`config.mk`:
```
export PLATFORM = sky130hd
export DESIGN_NAME = mux_tree_pipe
export DESIGN_NICKNAME = d
export VERILOG_FILES = /design/src/rtl/mux_tree_pipe.sv
export SDC_FILE = /design/constraint.sdc
export NUM_CORES = 1
export LEC_CHECK = 0
export CORE_ASPECT_RATIO = 0.5
export CORE_MARGIN = 2
export CORE_UTILIZATION = 53
export CTS_CLUSTER_DIAMETER = 150
export DETAILED_ROUTE_END_ITERATION = 16
export HOLD_SLACK_MARGIN = 0.06
export PLACE_DENSITY = 0.85
export SLEW_MARGIN = 20
export SYNTH_ARGS = -nofsm -noshare
export SYNTH_HDL_FRONTEND = slang
export SYNTH_SLANG_ARGS = --single-unit
export TNS_END_PERCENT = 20
```
`constraint.sdc`:
```
create_clock -name clk -period 3.88 [get_ports clk]
set_input_delay 0.776 -clock clk [delete_from_list [all_inputs] [get_ports clk]]
set_output_delay 0.776 -clock clk [all_outputs]
set_load 0.01 [all_outputs]
```
`src/rtl/mux_tree_pipe.sv`:
```
// ---------------------------------------------------------------------------
// mux_tree_pipe
//
// Purpose:
//   N:1 lane selector built as a binary tree of 2:1 stages with a register
//   after every tree level. Beats travel as a valid/ready stream. Each beat
//   carries all N lanes plus a select, and the chosen lane appears L=log2(N)
//   cycles later. Select bits are consumed LSB first: level k steers on
//   sel[k-1].
//
// Parameters:
//   N      number of input lanes (power of two, >= 2)
//   WIDTH  bits per lane
//   SELW   select width, $clog2(N) (not overridable)
//   L      number of tree levels, which is also the pipeline depth
//
// Ports:
//   clk        single clock, rising edge
//   rst        synchronous, active-high reset
//   in_valid   input beat present
//   in_ready   block accepts a beat this cycle
//   in_data    N lanes, lane j = in_data[j*WIDTH +: WIDTH]
//   in_sel     lane index to forward with this beat
//   out_valid  output beat present
//   out_ready  downstream accepts the beat
//   out_data   selected lane
//   out_sel    select value that produced out_data
//
// Configuration:
//   MUX_TREE_PIPE_SCAN_EN  when defined, in_sel is ignored. An internal
//                          counter supplies the select and advances by one
//                          (mod N) on every accepted input beat.
// ---------------------------------------------------------------------------
module mux_tree_pipe #(
  parameter int N     = 8,
  parameter int WIDTH = 8,
  localparam int SELW = $clog2(N),
  localparam int L    = SELW
) (
  input  logic                 clk,
  input  logic                 rst,
  input  logic                 in_valid,
  output logic                 in_ready,
  input  logic [N*WIDTH-1:0]   in_data,
  input  logic [SELW-1:0]      in_sel,
  output logic                 out_valid,
  input  logic                 out_ready,
  output logic [WIDTH-1:0]     out_data,
  output logic [SELW-1:0]      out_sel
);

  // All tree nodes live in one flat array. Level 1 comes first, then
  // level 2, and so on. The single root node sits at index N-2.
  localparam int NODES = N - 1;

  // First flat index of level k. It equals the number of nodes in levels
  // 1..k-1.
  function automatic int levelOffset(input int k);
    return N - (N >> (k - 1));
  endfunction

  logic [WIDTH-1:0] r_node [NODES];
  logic [SELW-1:0]  r_sel  [1:L];
  logic [L:1]       r_valid;

  logic [WIDTH-1:0] w_nodeNext [NODES];
  logic [SELW-1:0]  w_prevSel  [1:L];
  logic [L:1]       w_prevValid;
  logic [L:1]       w_ready;
  logic [SELW-1:0]  w_sel0;

`ifdef MUX_TREE_PIPE_SCAN_EN
  // The scan counter supplies the select for each new beat. It moves only
  // when a beat is actually accepted, so stalls do not skip lanes.
  logic [SELW-1:0] r_scanCnt;

  always_ff @(posedge clk) begin
    if (rst) begin
      r_scanCnt <= '0;
    end else if (in_valid && w_ready[1]) begin
      r_scanCnt <= r_scanCnt + SELW'(1);
    end
  end

  assign w_sel0 = r_scanCnt;
`else
  assign w_sel0 = in_sel;
`endif

  // Ready ripples back from the output. A level can load whenever it is
  // empty, or whenever the level after it can take its contents this cycle.
  // This is how bubbles get squeezed out during a stall.
  always_comb begin
    logic v_carry;
    v_carry = out_ready;
    w_ready = '0;
    for (int k = L; k >= 1; k--) begin
      v_carry    = !r_valid[k] | v_carry;
      w_ready[k] = v_carry;
    end
  end

  // These are the valid and select values feeding each level. Level 1 takes
  // them from the input port. Every later level takes them from the register
  // of the level before it.
  always_comb begin
    w_prevValid    = '0;
    w_prevValid[1] = in_valid;
    w_prevSel[1]   = w_sel0;
    for (int k = 2; k <= L; k++) begin
      w_prevValid[k] = r_valid[k-1];
      w_prevSel[k]   = r_sel[k-1];
    end
  end

  // This block is the 2:1 mux tree. Node j of level k picks child 2j or
  // child 2j+1 using select bit k-1. That bit travels with the beat, so a
  // later change on in_sel cannot disturb a beat that is already inside.
  always_comb begin
    for (int i = 0; i < NODES; i++) begin
      w_nodeNext[i] = '0;
    end
    for (int j = 0; j < N / 2; j++) begin
      w_nodeNext[j] = w_sel0[0] ? in_data[(2*j+1)*WIDTH +: WIDTH]
                                : in_data[(2*j)*WIDTH +: WIDTH];
    end
    for (int k = 2; k <= L; k++) begin
      for (int j = 0; j < (N >> k); j++) begin
        w_nodeNext[levelOffset(k)+j] =
          w_prevSel[k][k-1] ? r_node[levelOffset(k-1)+2*j+1]
                            : r_node[levelOffset(k-1)+2*j];
      end
    end
  end

  // Every level advances as a unit (valid, select and its slice of nodes)
  // whenever its ready is high. A bubble moves forward exactly like a real
  // beat. Reset clears everything and drops any beats still in flight.
  always_ff @(posedge clk) begin
    if (rst) begin
      r_valid <= '0;
      for (int i = 0; i < NODES; i++) begin
        r_node[i] <= '0;
      end
      for (int k = 1; k <= L; k++) begin
        r_sel[k] <= '0;
      end
    end else begin
      for (int k = 1; k <= L; k++) begin
        if (w_ready[k]) begin
          r_valid[k] <= w_prevValid[k];
          r_sel[k]   <= w_prevSel[k];
          for (int j = 0; j < (N >> k); j++) begin
            r_node[levelOffset(k)+j] <= w_nodeNext[levelOffset(k)+j];
          end
        end
      end
    end
  end

  assign in_ready  = w_ready[1];
  assign out_valid = r_valid[L];
  assign out_data  = r_node[NODES-1];
  assign out_sel   = r_sel[L];

endmodule
```
==> results.json, run 1 <==
{
  "p_leak_nw": 1.70,
  "track_usage_pct": 19.4,
  "synth.area.mux_share_pct": 16.7,
  "drive_gt1_share_pct": 18.5,
  "cap_viol_max_count": 0,
  "drc": 0,
  "post_synth_inst_count": 224,
  "wl_um": 6170,
  "finalWeightedCongestion": 0.762,
  "cts_htree_levels": 3,
  "p_total_mw": 1.79,
  "avgRoutedWirePerCell_um": 15.8,
  "io_buffers": 83,
  "synth-compound-area-share_pct": 0.744,
  "die-area_sq_um": 7040,
  "fin_crit_sh_pct": 74.2,
  "via_per_inst": 5.13,
  "cts_setup_buffers": 0,
  "synth_top_family_by_area": "multiplexers",
  "critPathMaxFanout": 3,
  "post-route-util_pct": 71.9,
  "status": "complete, no violations",
  "synth_adder_area_share_pct": 0,
  "fillers": 429,
  "drv_slew": 0,
  "skew_ns": 0.00679,
  "num_antenna_cells": 0,
  "start_kind": "primary input",
  "worst_hold_slack_ns": 0.520,
  "syn-num-nets": 295,
  "syn_avg_cell_area_sq_um": 15.0,
  "antenna_found_initial": 0,
  "critPathCaptureType": "output pin",
  "cts_tree": "done",
  "clock.fmax_mhz": 347,
  "die_height_um": 60.3,
  "power_density_nw_per_um2": 407,
  "synth-edff-count": 65,
  "finalSetupViolCount": 0,
  "start_util_pct": 55.1,
  "post_cts_resized": 0,
  "clock_sink_count": 68,
  "grt_overflow": 0,
  "synthArstFlopShare_pct": 0,
  "postCtsHoldBufs": 0,
  "clock_path_buffers": 2,
  "synthFlopType": "edfxtp_1",
  "root_buffer": "clkbuf_16",
  "drt_iter0_markers": 99,
  "dieWidth_um": 117,
  "cp.arrival_ns": 2.10,
  "grt_max_degree": 40,
  "synth_xor_area_share_pct": 0,
  "syn_area_sq_um": 3360,
  "synth.distinct_cells": 21,
  "period_needed_ns": 2.88,
  "hold_viol": 0,
  "detail-route-antenna-nets": 0,
  "yosys_warnings": 0,
  "cp.required_ns": 3.10,
  "design.core.area_sq_um": 6110,
  "clock_latency_ns": 0.33,
  "fin_tns_setup_ns": 0,
  "ys_ff_latch": 68,
  "worst_pin_slew_ns": 0.940,
  "rsz0062_at_grt": "false",
  "seq_area_frac_synth_pct": 59.8,
  "rows": 20,
  "nNetsFinal": 368,
  "pin_count": 84,
  "cts_buffers": 9,
  "path_clk_slew_ns": 0.06,
  "path_class": "primary input to output pin",
  "syn2layout_area_growth_pct": 30.6,
  "max-vdd-ir-drop_mv": 0.222,
  "min_path_type": "flip-flop to flip-flop",
  "grt_pass1_vias": 1969,
  "slew_headroom_pct": 37.3,
  "firstDrtPassIters": 4,
  "grt_pass1_wl_um": 9780,
  "num_vias": 1999,
  "synthSimpleGateAreaFrac_pct": 16.5
}
-- layout by cell type, fill, tap and decap left out, types with 3 or more instances in the layout --
cell type         n
mux2i_1          56
nor2_1            8
edfxtp_1         65
nor3b_1           9
dfxtp_1           3
nor3_1           18
nor3_4            3
clkdlybuf4s50_1  81
nor3_2           27
buf_4             3
clkbuf_16         9
-- worst max-delay path: stages --
cell and delay (ns):
clkdlybuf4s50_1 0.49, and4b_2 0.24, inv_1 0.07, clkdlybuf4s50_1 0.53
-- power breakdown --
part           internal [mW]  total, mW  switching [mW]
clock                  0.433      0.733           0.300
combinational          0.117      0.189          0.0718
sequential             0.847      0.866          0.0188
-- flip-flops by register name, indices dropped and copies added, names as in the netlist --
name	count
r_node	56
r_valid	3
r_sel	9
-- logic make-up (layout without fill, tap and decap cells) --
kind of cell,Yosys count,in the layout
and+or+nand+nor,71,71
DFF,68,68
muxes,56,56
buffers and inverters,26,104
AOI/OAI and AO/OA,3,3
-- path summary, 6_finish.rpt --
| kind | slack [ns] | cells after the start | start | endpoint |
|---|---|---|---|---|
| worst max-delay path | 1.00 | 4 | out_ready | in_ready |
| worst min-delay path | 0.52 | 1 | r_valid[2] | r_valid[3] |
| worst max register to register | 2.08 | 2 | r_valid[3] | r_node[4][7] |
| worst min register to register | 0.52 | 1 | r_valid[2] | r_valid[3] |
-- synth_stat cells (2+ instances only) --
| cell type | count | share of area, % |
|---|---|---|
| nor2_1 | 8 | 0.89 |
| o21ba_2 | 2 | 0.60 |
| nor3_1 | 18 | 2.7 |
| dfxtp_1 | 3 | 1.8 |
| inv_1 | 2 | 0.22 |
| mux2i_1 | 56 | 17 |
| edfxtp_1 | 65 | 58 |
| buf_2 | 9 | 1.3 |
| buf_4 | 6 | 1.3 |
| buf_6 | 4 | 1.3 |
| nor3_2 | 27 | 8.0 |
| clkbuf_1 | 2 | 0.22 |
| buf_12 | 3 | 1.8 |
| nor3_4 | 3 | 1.5 |
| nand2b_1 | 2 | 0.37 |
| nor3b_1 | 9 | 2.0 |
-- per-stage QoR --
step                      instance area [sq um]  cells  worst slack [ns]
after floorplan                            3360    224              1.28
after global placement                     4120    374              1.01
after detailed placement                   4120    374             0.993
after CTS                                  4390    390             0.989
after global routing                       4390    390             0.908
final                                      4390    390              1.00
-- metal layers --
layer  wire length, um  GRT usage (%)  vias to the layer above
met3               347           6.69                        2
met1              2780           24.8                      928
li1                  -              -                      996
met2              3010           32.1                       73
met4                28           6.05                        0
met5                 0              0                        -
-- layout make-up --
type	count	area, sq um	area share (%)
sequential	68	2010	45.8
multi-input combinational	130	1140	26.0
tap	88	110	2.51
timing repair buffer	86	843	19.2
clock inverter	7	51.3	1.17
clock buffer	9	225	5.13
inverter	2	7.51	0.171
(Power assumes the default switching activity.)
==> inputs of run 2 (changes only) <==
Settings changed: CORE_UTILIZATION 53 to 45, PLACE_DENSITY 0.85 to 0.77.
Clock period 3.88 ns to 2.53 ns, I/O delays scaled along.
==> run 2 against run 1 <==
Effect of this change:
- sequential share of layout area fell by 1.7 points
- register-to-register slack got worse by 1.3 ns
- clock skew barely moved
- clock power rose by 110%
- setup slack got worse by 0.81 ns
- critical endpoint unchanged
- largest cell class unchanged
==> results.json, run 2 (synthesized netlist as in run 1, its figures left out) <==
{
  "max_stage_delay_ns": 0.53,
  "cp_top_family": "buffers and inverters",
  "die-area_sq_um": 8220,
  "grtUsageMet2_pct": 23.9,
  "critPathMaxFanout": 3,
  "path_common_cell": "clkdlybuf4s50_1",
  "rows": 22,
  "grt_overflow": 0,
  "firstDrtPassIters": 4,
  "cp.arrival_ns": 1.83,
  "dp_cells": 386,
  "reg2reg_from": "r_sel[0][4]",
  "whs_endpoint": "r_valid[3]",
  "skew_ns": 0.00712,
  "dieWidth_um": 126,
  "die_height_um": 65.1,
  "clock_latency_ns": 0.32,
  "finalWeightedCongestion": 0.741,
  "detail-route-antenna-nets": 0,
  "drt_iter0_markers": 136,
  "hold_depth": 1,
  "clock_path_buffers": 2,
  "finalSetupViolCount": 0,
  "syn2layout_area_growth_pct": 35.8,
  "path_class": "primary input to output pin",
  "hold_viol": 0,
  "start_util_pct": 46.1,
  "cts_htree_levels": 3,
  "fillers": 540,
  "reg2reg_depth": 2,
  "slew_headroom_pct": 35.6,
  "cts_tree": "done",
  "nNetsFinal": 372,
  "grtUsageMet1_pct": 20.9,
  "drive_gt1_share_pct": 19.6,
  "fin_crit_sh_pct": 92.3,
  "grt_pass1_wl_um": 9580,
  "r2r_end": "r_node[4][0]",
  "wl_um": 5830,
  "path_clk_slew_ns": 0.06,
  "root_buffer": "clkbuf_16",
  "reg_top3": "r_node: 56 flops, r_sel: 9 flops, r_valid: 3 flops",
  "design.core.area_sq_um": 7290,
  "num_vias": 2013,
  "max-vdd-ir-drop_mv": 0.427,
  "crit_slowest_cell": "clkdlybuf4s50_1",
  "clock_sink_count": 68,
  "min_path_type": "flip-flop to flip-flop",
  "globalRoute.busiestLayer": "met2",
  "cts_buffers": 9,
  "regArea_sq_um": 2010,
  "cp.required_ns": 2.02,
  "cts_setup_buffers": 0,
  "status": "complete, no violations",
  "critPathBufInv": 3,
  "pin_count": 84,
  "post_cts_resized": 0,
  "critPathCaptureType": "output pin",
  "drv_slew": 0,
  "hold_path.startpoint": "r_valid[2]",
  "largest_reg_flops": 56,
  "start_kind": "primary input",
  "post-route-util_pct": 62.6,
  "multi_input_area_sq_um": 1140,
  "layout_common_cells": "clkdlybuf4s50_1, edfxtp_1, mux2i_1",
  "postCtsHoldBufs": 0,
  "layout.cells.non_filler": 402,
  "power_density_nw_per_um2": 688,
  "num_antenna_cells": 0,
  "dpl.hpwl_um": 4020,
  "track_usage_pct": 15.2,
  "io_buffers": 83,
  "use_met3_pct": 3.50,
  "antenna_found_initial": 0,
  "top_register": "r_node",
  "grt_pass1_vias": 1942,
  "rsz0062_at_grt": "false",
  "worst_pin_slew_ns": 0.965,
  "period_needed_ns": 2.34,
  "critical_path.cell_chain": "clkdlybuf4s50_1 -> and4b_2 -> inv_1 -> clkdlybuf4s50_1",
  "layout_commonest_cell": "clkdlybuf4s50_1",
  "p_leak_nw": 1.79,
  "avgRoutedWirePerCell_um": 14.5,
  "fin_tns_setup_ns": 0,
  "via_per_inst": 5.01,
  "grt_max_degree": 38,
  "p_total_mw": 3.14,
  "drc": 0,
  "rrSetupSlack_ns": 0.82,
  "clock.fmax_mhz": 428,
  "cap_viol_max_count": 0
}
-- run 2: cell types whose count changed in the layout (fill, tap and decap cells not counted), sizes merged --
cell	before	now
buf	5	9
bufinv	0	4
clkinv	4	1
clkinvlp	2	0
clkbuf	9	10
-- run 2: metrics by stage --
| stage | hold WS [ns] | area [sq um] | worst slack (ns) |
|---|---|---|---|
| CTS | 0.500 | 4570 | 0.178 |
| global placement | 0.472 | 4190 | 0.199 |
| global route | 0.539 | 4570 | 0.125 |
| detailed placement | 0.487 | 4190 | 0.185 |
| floorplan | 0.464 | 3360 | 0.199 |
| finish | 0.504 | 4570 | 0.195 |
-- run 2: cell type report --
cell class / instances / share of cell area, %
inverters: 2 / 0.164
clock inverters: 6 / 2.93
multi-input cells: 130 / 25.0
clock buffers: 10 / 5.23
flip-flops and latches: 68 / 44.1
repair buffers: 90 / 20.0
well taps: 96 / 2.63
-- run 2: how the worst max path moves through the flow --
stage | slack, ns | end | from | cells after the start
final | 0.19 | in_ready | out_ready | 4
after global routing | 0.13 | in_ready | out_ready | 4
after CTS | 0.18 | in_ready | out_ready | 4
after detailed placement | 0.19 | in_ready | out_ready | 4
after global placement | 0.20 | in_ready | out_ready | 4
after floorplan | 0.20 | r_node[0][0] | out_ready | 3
-- run 2: worst reg2reg max path: cells and delay by family (launching register included) --
family,cells,cell delay [ns]
flops,1,0.98
mux,1,0.37
simple gates,1,0.09
-- run 2: power by group --
group	switching [mW]	total, mW	leakage, nW	internal [mW]
Sequential	0.0275	1.33	0.790	1.30
Clock	0.438	1.53	0.183	1.09
Combinational	0.106	0.289	0.814	0.183
-- run 2: layer usage --
layer	up-vias	wire [um]
met5	-	0
met4	0	65
met3	6	316
met2	62	2740
met1	950	2700
li1	995	-
==> inputs of run 3 (changes only) <==
Settings changed: CORE_ASPECT_RATIO 0.5 to default.
==> run 3 against run 2 <==
Effect of this change:
- clock skew barely moved
- register-to-register slack improved by 0.11 ns
- first-iteration DRC count fell by 47%
- hold slack improved by 0.015 ns
- non-clock buffer count rose by 2
- wire length fell by 6.1%
- die area fell by 0.51%
- fmax fell by 0.59%
- cell count rose by 1.2%
- combinational power barely moved
- clock power fell by 51%
- critical path type unchanged
- largest power group is now sequential cells
==> results.json, run 3 (synthesized netlist as in run 1, its figures left out) <==
{
  "drc": 0,
  "regArea_sq_um": 2010,
  "cp.required_ns": 2.02,
  "io_buffers": 83,
  "top_register": "r_node",
  "cap_viol_max_count": 0,
  "cts_buffers": 9,
  "finalSetupViolCount": 0,
  "antenna_found_initial": 0,
  "drv_slew": 0,
  "clock_latency_ns": 0.33,
  "critical_path.cell_chain": "clkdlybuf4s50_1 -> and4b_2 -> inv_1 -> clkdlybuf4s50_1",
  "p_leak_nw": 1.68,
  "path_common_cell": "clkdlybuf4s50_1",
  "start_util_pct": 46.4,
  "path_clk_slew_ns": 0.07,
  "avgRoutedWirePerCell_um": 13.4,
  "critPathMaxFanout": 3,
  "num_antenna_cells": 0,
  "clock_path_buffers": 2,
  "largest_reg_flops": 56,
  "grt_pass1_vias": 1971,
  "slew_headroom_pct": 39.2,
  "p_total_mw": 2.36,
  "fin_tns_setup_ns": 0,
  "pin_count": 84,
  "worst_pin_slew_ns": 0.911,
  "cp.arrival_ns": 1.84,
  "rsz0062_at_grt": "false",
  "max_stage_delay_ns": 0.53,
  "grt_max_degree": 36,
  "grt_overflow": 0,
  "period_needed_ns": 2.35,
  "die_height_um": 90.5,
  "dpl.hpwl_um": 3930,
  "root_buffer": "clkbuf_8",
  "hold_viol": 0,
  "finalWeightedCongestion": 0.767,
  "critPathBufInv": 3,
  "cp_top_family": "buffers and inverters",
  "start_kind": "primary input",
  "postCtsHoldBufs": 0,
  "reg_top3": "r_node: 56 flops, r_sel: 9 flops, r_valid: 3 flops",
  "fillers": 584,
  "cts_tree": "done",
  "drive_gt1_share_pct": 18.8,
  "multi_input_area_sq_um": 1140,
  "grt_pass1_wl_um": 9070,
  "syn2layout_area_growth_pct": 29.3,
  "crit_slowest_cell": "clkdlybuf4s50_1",
  "design.core.area_sq_um": 7250,
  "nNetsFinal": 374,
  "via_per_inst": 4.88,
  "clock_sink_count": 68,
  "wl_um": 5470,
  "layout_commonest_cell": "clkdlybuf4s50_1",
  "cts_setup_buffers": 0,
  "drt_iter0_markers": 72,
  "skew_ns": 0.00757,
  "track_usage_pct": 14.1,
  "fin_crit_sh_pct": 92.8,
  "post_cts_resized": 0,
  "dieWidth_um": 90.5,
  "rows": 31,
  "cts_htree_levels": 3,
  "clock.fmax_mhz": 426,
  "firstDrtPassIters": 4,
  "critPathCaptureType": "output pin",
  "layout_common_cells": "clkdlybuf4s50_1, edfxtp_1, mux2i_1",
  "min_path_type": "flip-flop to flip-flop",
  "max-vdd-ir-drop_mv": 0.233,
  "die-area_sq_um": 8180,
  "status": "complete, no violations",
  "path_class": "primary input to output pin",
  "power_density_nw_per_um2": 544,
  "num_vias": 1987,
  "detail-route-antenna-nets": 0
}
## run 3: changes by cell type in the layout (fill, tap and decap cells not counted), sizes merged
| cell | change |
|---|---|
| inv | -1 |
| clkinv | +1 |
| clkbuf | +4 |
| buf | +2 |
| bufinv | -4 |
## run 3: power by group
group | total, mW | internal [mW] | switching [mW]
logic | 0.286 | 0.184 | 0.102
registers | 1.32 | 1.30 | 0.0274
clock network | 0.754 | 0.381 | 0.373
## run 3: final timing paths
| check | startpoint | endpoint | slack [ns] | cells after the start |
|---|---|---|---|---|
| worst min-delay path | r_valid[2] | r_valid[3] | 0.52 | 1 |
| worst min register to register | r_valid[2] | r_valid[3] | 0.52 | 1 |
| worst max register to register | r_sel[0][4] | r_node[5][5] | 0.93 | 2 |
| worst max-delay path | out_ready | in_ready | 0.18 | 4 |
## run 3: per-stage QoR
step / utilization, % / cells / hold WS, ns / setup WS [ns] / cell area (sq um)
after floorplan: - / 224 / 0.464 / 0.199 / 3360
after global placement: 57.7 / 391 / 0.482 / 0.211 / 4190
after detailed placement: 57.7 / 391 / 0.508 / 0.185 / 4190
after CTS: 60.0 / 407 / 0.520 / 0.177 / 4350
after global routing: 60.0 / 407 / 0.558 / 0.134 / 4350
final: 60.0 / 407 / 0.520 / 0.181 / 4350
## run 3: layout make-up
| type | count | area share [%] |
|---|---|---|
| Tap cell | 99 | 2.85 |
| Inverter | 2 | 0.173 |
| Clock inverter | 2 | 0.230 |
| Clock buffer | 14 | 3.51 |
| Sequential cell | 68 | 46.3 |
| Multi-Input combinational cell | 130 | 26.3 |
| Timing Repair Buffer | 92 | 20.7 |
## run 3: per-layer routing
| layer | routed length (um) | GRT usage (%) | up-vias |
|---|---|---|---|
| met3 | 266 | 3.92 | 5 |
| met1 | 2430 | 17.6 | 924 |
| met5 | 0 | 0 | - |
| met2 | 2700 | 23.1 | 54 |
| met4 | 74 | 5.77 | 0 |
| li1 | - | - | 1004 |
## run 3: worst register-to-register path, cell delays in order (launching register included)
cell	delay [ns]
edfxtp_1	0.94
mux2i_1	0.33
nor3_1	0.07
